### src/rtl/pc_sequencer.sv
// Fetch program-counter generator: exception > stall > branch > return > sequential.
// Define PC_SEQUENCER_RAS_EN to build the return-address stack; without it is_call/is_ret are ignored.
module pc_sequencer #(
    parameter int                  PC_WIDTH  = 32,
    parameter logic [PC_WIDTH-1:0] RESET_PC  = PC_WIDTH'(32'h0000_1000),
    parameter int                  INCR      = 4,
    parameter int                  RAS_DEPTH = 4
) (
    input  logic                clk,
    input  logic                reset,
    input  logic                stall,
    input  logic                PCSrc,
    input  logic [PC_WIDTH-1:0] PC_branch,
    input  logic                exc_req,
    input  logic [PC_WIDTH-1:0] exc_vector,
    input  logic                is_call,
    input  logic                is_ret,
    output logic [PC_WIDTH-1:0] PC,
    output logic [PC_WIDTH-1:0] next_PC,
    output logic                redirect,
    output logic [4:0]          ras_count,
    output logic                ras_underflow
);
    localparam logic [PC_WIDTH-1:0] INCR_W = PC_WIDTH'(INCR);

    logic [PC_WIDTH-1:0] pc_q;
    logic                redirect_q;
    logic                advance;
    logic                ret_hit;
    logic [PC_WIDTH-1:0] ret_target;

    assign next_PC  = pc_q + INCR_W;
    assign PC       = pc_q;
    assign redirect = redirect_q;
    assign advance  = !exc_req && !stall && !PCSrc;

    always_ff @(posedge clk or posedge reset) begin
        if (reset) begin
            pc_q       <= RESET_PC;
            redirect_q <= 1'b0;
        end else if (exc_req) begin
            pc_q       <= exc_vector;
            redirect_q <= 1'b1;
        end else if (stall) begin
            redirect_q <= 1'b0;
        end else if (PCSrc) begin
            pc_q       <= PC_branch;
            redirect_q <= 1'b1;
        end else if (ret_hit) begin
            pc_q       <= ret_target;
            redirect_q <= 1'b1;
        end else begin
            pc_q       <= next_PC;
            redirect_q <= 1'b0;
        end
    end

`ifdef PC_SEQUENCER_RAS_EN
    localparam int         PTR_W   = $clog2(RAS_DEPTH);
    localparam logic [4:0] DEPTH_C = 5'(RAS_DEPTH);

    logic [PC_WIDTH-1:0] ras_q [RAS_DEPTH];
    logic [PTR_W-1:0]    top_q;
    logic [4:0]          cnt_q;
    logic                underflow_q;
    logic                ras_we;
    logic [PTR_W-1:0]    ras_wa;

    // Circular buffer: a push past full lands on the oldest slot, so overwrite needs no extra logic.
    always_comb begin
        ret_hit    = advance && is_ret && (cnt_q != 5'd0);
        ret_target = ras_q[top_q];
        ras_we     = advance && is_call;
        ras_wa     = ret_hit ? top_q : top_q + PTR_W'(1);
    end

    always_ff @(posedge clk) begin
        if (ras_we) begin
            ras_q[ras_wa] <= next_PC;
        end
    end

    always_ff @(posedge clk or posedge reset) begin
        if (reset) begin
            top_q       <= '0;
            cnt_q       <= 5'd0;
            underflow_q <= 1'b0;
        end else if (exc_req) begin
            top_q       <= '0;
            cnt_q       <= 5'd0;
            underflow_q <= 1'b0;
        end else if (stall || PCSrc) begin
            underflow_q <= 1'b0;
        end else if (ret_hit) begin
            underflow_q <= 1'b0;
            // Call+return swaps the top in place; a plain return pops.
            if (!is_call) begin
                top_q <= top_q - PTR_W'(1);
                cnt_q <= cnt_q - 5'd1;
            end
        end else begin
            underflow_q <= is_ret;
            if (is_call) begin
                top_q <= top_q + PTR_W'(1);
                if (cnt_q != DEPTH_C) begin
                    cnt_q <= cnt_q + 5'd1;
                end
            end
        end
    end

    assign ras_count     = cnt_q;
    assign ras_underflow = underflow_q;
`else
    logic unused_ok;

    assign ret_hit       = 1'b0;
    assign ret_target    = next_PC;
    assign ras_count     = 5'd0;
    assign ras_underflow = 1'b0;
    assign unused_ok     = ^{is_call, is_ret, advance, 5'(RAS_DEPTH)};
`endif

endmodule
### config.mk
export PLATFORM = sky130hd
export DESIGN_NAME = pc_sequencer
export DESIGN_NICKNAME = d
export VERILOG_FILES = /design/src/rtl/pc_sequencer.sv
export SDC_FILE = /design/constraint.sdc
export NUM_CORES = 1
export LEC_CHECK = 0
export CAP_MARGIN = 20
export CORE_UTILIZATION = 38
export DETAILED_ROUTE_END_ITERATION = 8
export GPL_TIMING_DRIVEN = 0
export MAX_ROUTING_LAYER = met4
export PLACE_DENSITY = 0.86
export SLEW_MARGIN = 0
export SYNTH_ARGS = -nofsm -noshare
export SYNTH_HDL_FRONTEND = slang
export SYNTH_SLANG_ARGS = --single-unit
### constraint.sdc
create_clock -name clk -period 2.3 [get_ports clk]
set_input_delay 0.46 -clock clk [delete_from_list [all_inputs] [get_ports clk]]
set_output_delay 0.46 -clock clk [all_outputs]
set_load 0.02 [all_outputs]
; Word-level counts from Yosys, hierarchy flattened
; Index checks and enable logic that the tools add are counted.
[word_totals]
register_bits = 33
output_inout_bits = 71
[op_classes]
add_sub_neg = 1
n_eq_ne = 1
mux = 6
[op_table]
columns = operator, count
row1 = $mux W32, 3
row2 = $add A32 B3 Y32 const B, 1
row3 = $mux W1, 3
row4 = $ne A2 B1 Y1 const B, 1

; Logic depth before layout (Yosys ltp)
[depth]
word_depth = 4
ltp_mapped = 7
depth_no_buf = 5

; Worst setup path before layout
; OpenSTA, ideal clock, no wires.
[synth_path]
path_kind = reg2out
from = register pc_q[7], in the netlist PC[7]
to = output port next_PC[20]
arrival_ns = 2.214
required_time_ns = 1.840
path_slack_ns = -0.374
path_stages_with_launch = 7
n_path_buf = 2
cell_sequence = dfrtp_1 -> buf_2 -> nand4_4 -> or4_1 -> buf_2 -> or3_4 -> xnor2_1
[synth_via]
elab_chain_cells = 1
[synth_rtl]
columns = item, line_no
row1 = start: declaration, 26  ; logic [PC_WIDTH-1:0] pc_q;
row2 = start signal: assignment, 42  ; pc_q <= exc_vector;
row3 = start signal: assignment, 47  ; pc_q <= PC_branch;
row4 = start signal: assignment, 50  ; pc_q <= ret_target;
row5 = $add A32 B3 Y32, 32  ; assign next_PC = pc_q + INCR_W;
row6 = end: declaration, 19  ; output logic [PC_WIDTH-1:0] next_PC,
; Every way passes these cells.

; Worst setup path in the final report
[layout_path]
from = register pc_q[12], in the netlist PC[12]
to = output port next_PC[20]
; The elaborated chain is that of the path after synthesis.

==> impl_metrics.yaml <==
floorplanning:
  start_util: 0.403
  die_h_um: 90.7
  coreArea_um2: 7410
  dieArea_um2: 8220
  die_x_um: 90.7
  num_rows: 31
  io_pins: 142
cells_and_area:
  fin_area_um2: 5430
  drive_gt1_frac: 0.300
  layout.area.seq_um2: 850
  syn2layout_area_growth_pct: 81.8
  final_cell_mix: "clkdlybuf4s50_1, buf_4, a21oi_1"
  final_core_util: 0.733
  fillCellCount: 520
  n_antenna_cell: 0
  multi_input_area_um2: 2260
  final_common_cell: "clkdlybuf4s50_1"
  nets: 680
yosys:
  synth-adder-area-share: 0.00419
  synth_top_area_frac: 0.268
  synth_ff_type: "dfrtp_1"
  synthTopCellsByArea: "dfrtp_1, xnor2_1, a21oi_1"
  synth-simple-area-share: 0.243
  syn_avg_cell_area_um2: 7.37
  muxShareOfSynthArea: 0.0176
  synth_area_um2: 2990
  ys_types: 45
  ys_warn_count: 0
  synth-edff-count: 0
  synth_top_family_by_area: "compound AO/OA/AOI/OAI gates"
  synth_compound_area_frac: 0.289
  synth_xor_area_frac: 0.0792
  synth_cells: 405
  yosysSeqAreaShare: 0.277
  yosys.area.top_type: "dfrtp_1"
  synth-seq-cells: 33
  async_flop_share: 1.00
grt:
  antenna_found_initial: 0
  grt_usage: 0.324
  grt_pass1_vias: 4107
  grt_pass1_wl_um: 20400
  grt_max_degree: 21
  overflow: 0
worst_setup_path:
  end_kind: "output pin"
  reg2reg_depth: 7
  worstPathRequired_ns: 1.84
  cp-start-kind: "flip-flop"
  path_class: "reg2out"
  worst-path-max-fanout: 5
  worstPathArrival_ns: 2.21
placement:
  gp_congestion: 0.884
  dp_slack_ns: -0.894
  dpl.hpwl_um: 8590
  dpl_cell_area_um2: 4580
  portBuffers: 130
timing:
  worst-slew-pin-transition_ns: 0.665
  rsz0062_at_grt: "yes"
  setup_viol: 18
  fin_crit_sh: 1.16
  setup_ws_ns: -0.365
  period_needed_ns: 2.67
  slew-limit-headroom: 0.557
  worst_clock_skew_ns: 0.00691
  timing_hold_violations_final: 0
  setup_tns_ns: -4.17
  finalMaxSlewViolations: 0
  fmax_mhz: 375
power:
  power_mw: 2.67
  switching_power_mw: 1.08
  p_leak_nw: 2.27
  p_int_mw: 1.59
  p_sw_frac: 0.404
  clock_power_share: 0.195
  vdd_drop_max_uv: 382
  pwr-share-comb: 0.500
  power.density_nw_per_um2: 492
  seq_power_share: 0.305
route:
  drcViolationCount: 0
  wl_per_cell_um: 19.2
  wl_um: 13600
  drt_iter0_drc: 504
  dr.pass1.iters: 5
  via_per_inst: 6.02
  vias: 4260
  ant_nets: 0
clock_network:
  clock-root-buffer: "clkbuf_8"
  ctsHtreeMaxLevel: 2
  cts_tree: "yes"
  clock_latency_ns: 0.30
  cts_buffer_depth: 2
  path_clk_slew_ns: 0.07
  clock-sinks: 33
  numCtsBuffers: 5
worst_hold_path:
  hold_path.class: "in2async"
flow_run:
  maxCapViolations: 0
outcome:
  violations: "negative setup slack"
  status: "finished with violations"
## flip-flops by register name (all words and copies together) (netlist names)
register	cells
redirect	1
PC	32
## synthesized netlist by cell type (all sizes together), types with 5 or more instances
cell / n
a21oi: 41
nand2: 37
dfrtp: 32
o21ai: 31
clkbuf: 28
nor2: 25
xnor2: 24
inv: 20
nor3: 19
o22ai: 16
nand3: 14
a211oi: 13
buf: 13
nand4: 12
nor4: 10
o21a: 10
a311oi: 8
o22a: 7
and4: 5
## per-stage QoR
stage               std cells  hold WS (ns)
global route              708         0.601
CTS                       688         0.573
detailed placement        640         0.555
global placement          639         0.534
finish                    708         0.558
floorplan                 410         0.567
## cell families (layout without fill, tap and decap cells)
group,after synthesis,after routing
other,1,6
flip-flops,33,33
multiplexers,5,5
adder cells (fa/ha/maj),1,1
XOR/XNOR,27,27
AO/OA/AOI/OAI,137,137
buffers and inverters,61,260
AND/OR/NAND/NOR,140,140
## final timing paths
kind	endpoint	start	slack, ns
min	PC[1]	reset	0.56
max in group asynchronous	PC[23]	reset	1.19
min in group clk	PC[0]	PC[0]	0.61
min reg2reg	PC[0]	PC[0]	0.61
max reg2reg	PC[24]	PC[12]	0.09
max	next_PC[20]	PC[12]	-0.37
## area by class of cell
cell class              instances  share of cell area
plain buffers                  31              0.0309
flip-flops and latches         33               0.156
inverters                      20              0.0138
clock inverters                 1            0.000922
repair buffers                201               0.341
multi-input cells             316               0.416
clock buffers                   7              0.0177
well taps                      99              0.0228
## power groups by stage
stage | clock network, mW | registers (mW) | logic [mW]
CTS | 0.516 | 0.802 | 1.26
floorplan | 0 | 0.865 | 0.571
global route | 0.543 | 0.826 | 1.41
global placement | 0 | 0.788 | 1.19
detailed placement | 0 | 0.793 | 1.21
finish | 0.519 | 0.814 | 1.34
## worst max-delay path, stage by stage (launching register included)
cell and delay, ns:
dfstp_2 0.57, nand2_4 0.07, or4_4 0.61, or3_4 0.39, xnor2_4 0.14, buf_6 0.13
## what timing repair did
item,4_1_cts,5_1_grt
setup endpoints to repair,30,27
resized for setup,176,32
setup buffers,48,24
hold buffers,0,0
pin swaps,16,14
## metal layers
metal	routed length [um]	vias up	GRT usage
li1	-	1882	-
met1	5010	1986	0.364
met2	6580	320	0.532
met3	1320	72	0.0699
met4	685	0	0.190
met5	0	-	-
No activity file was read; power rests on OpenSTA's default activity.
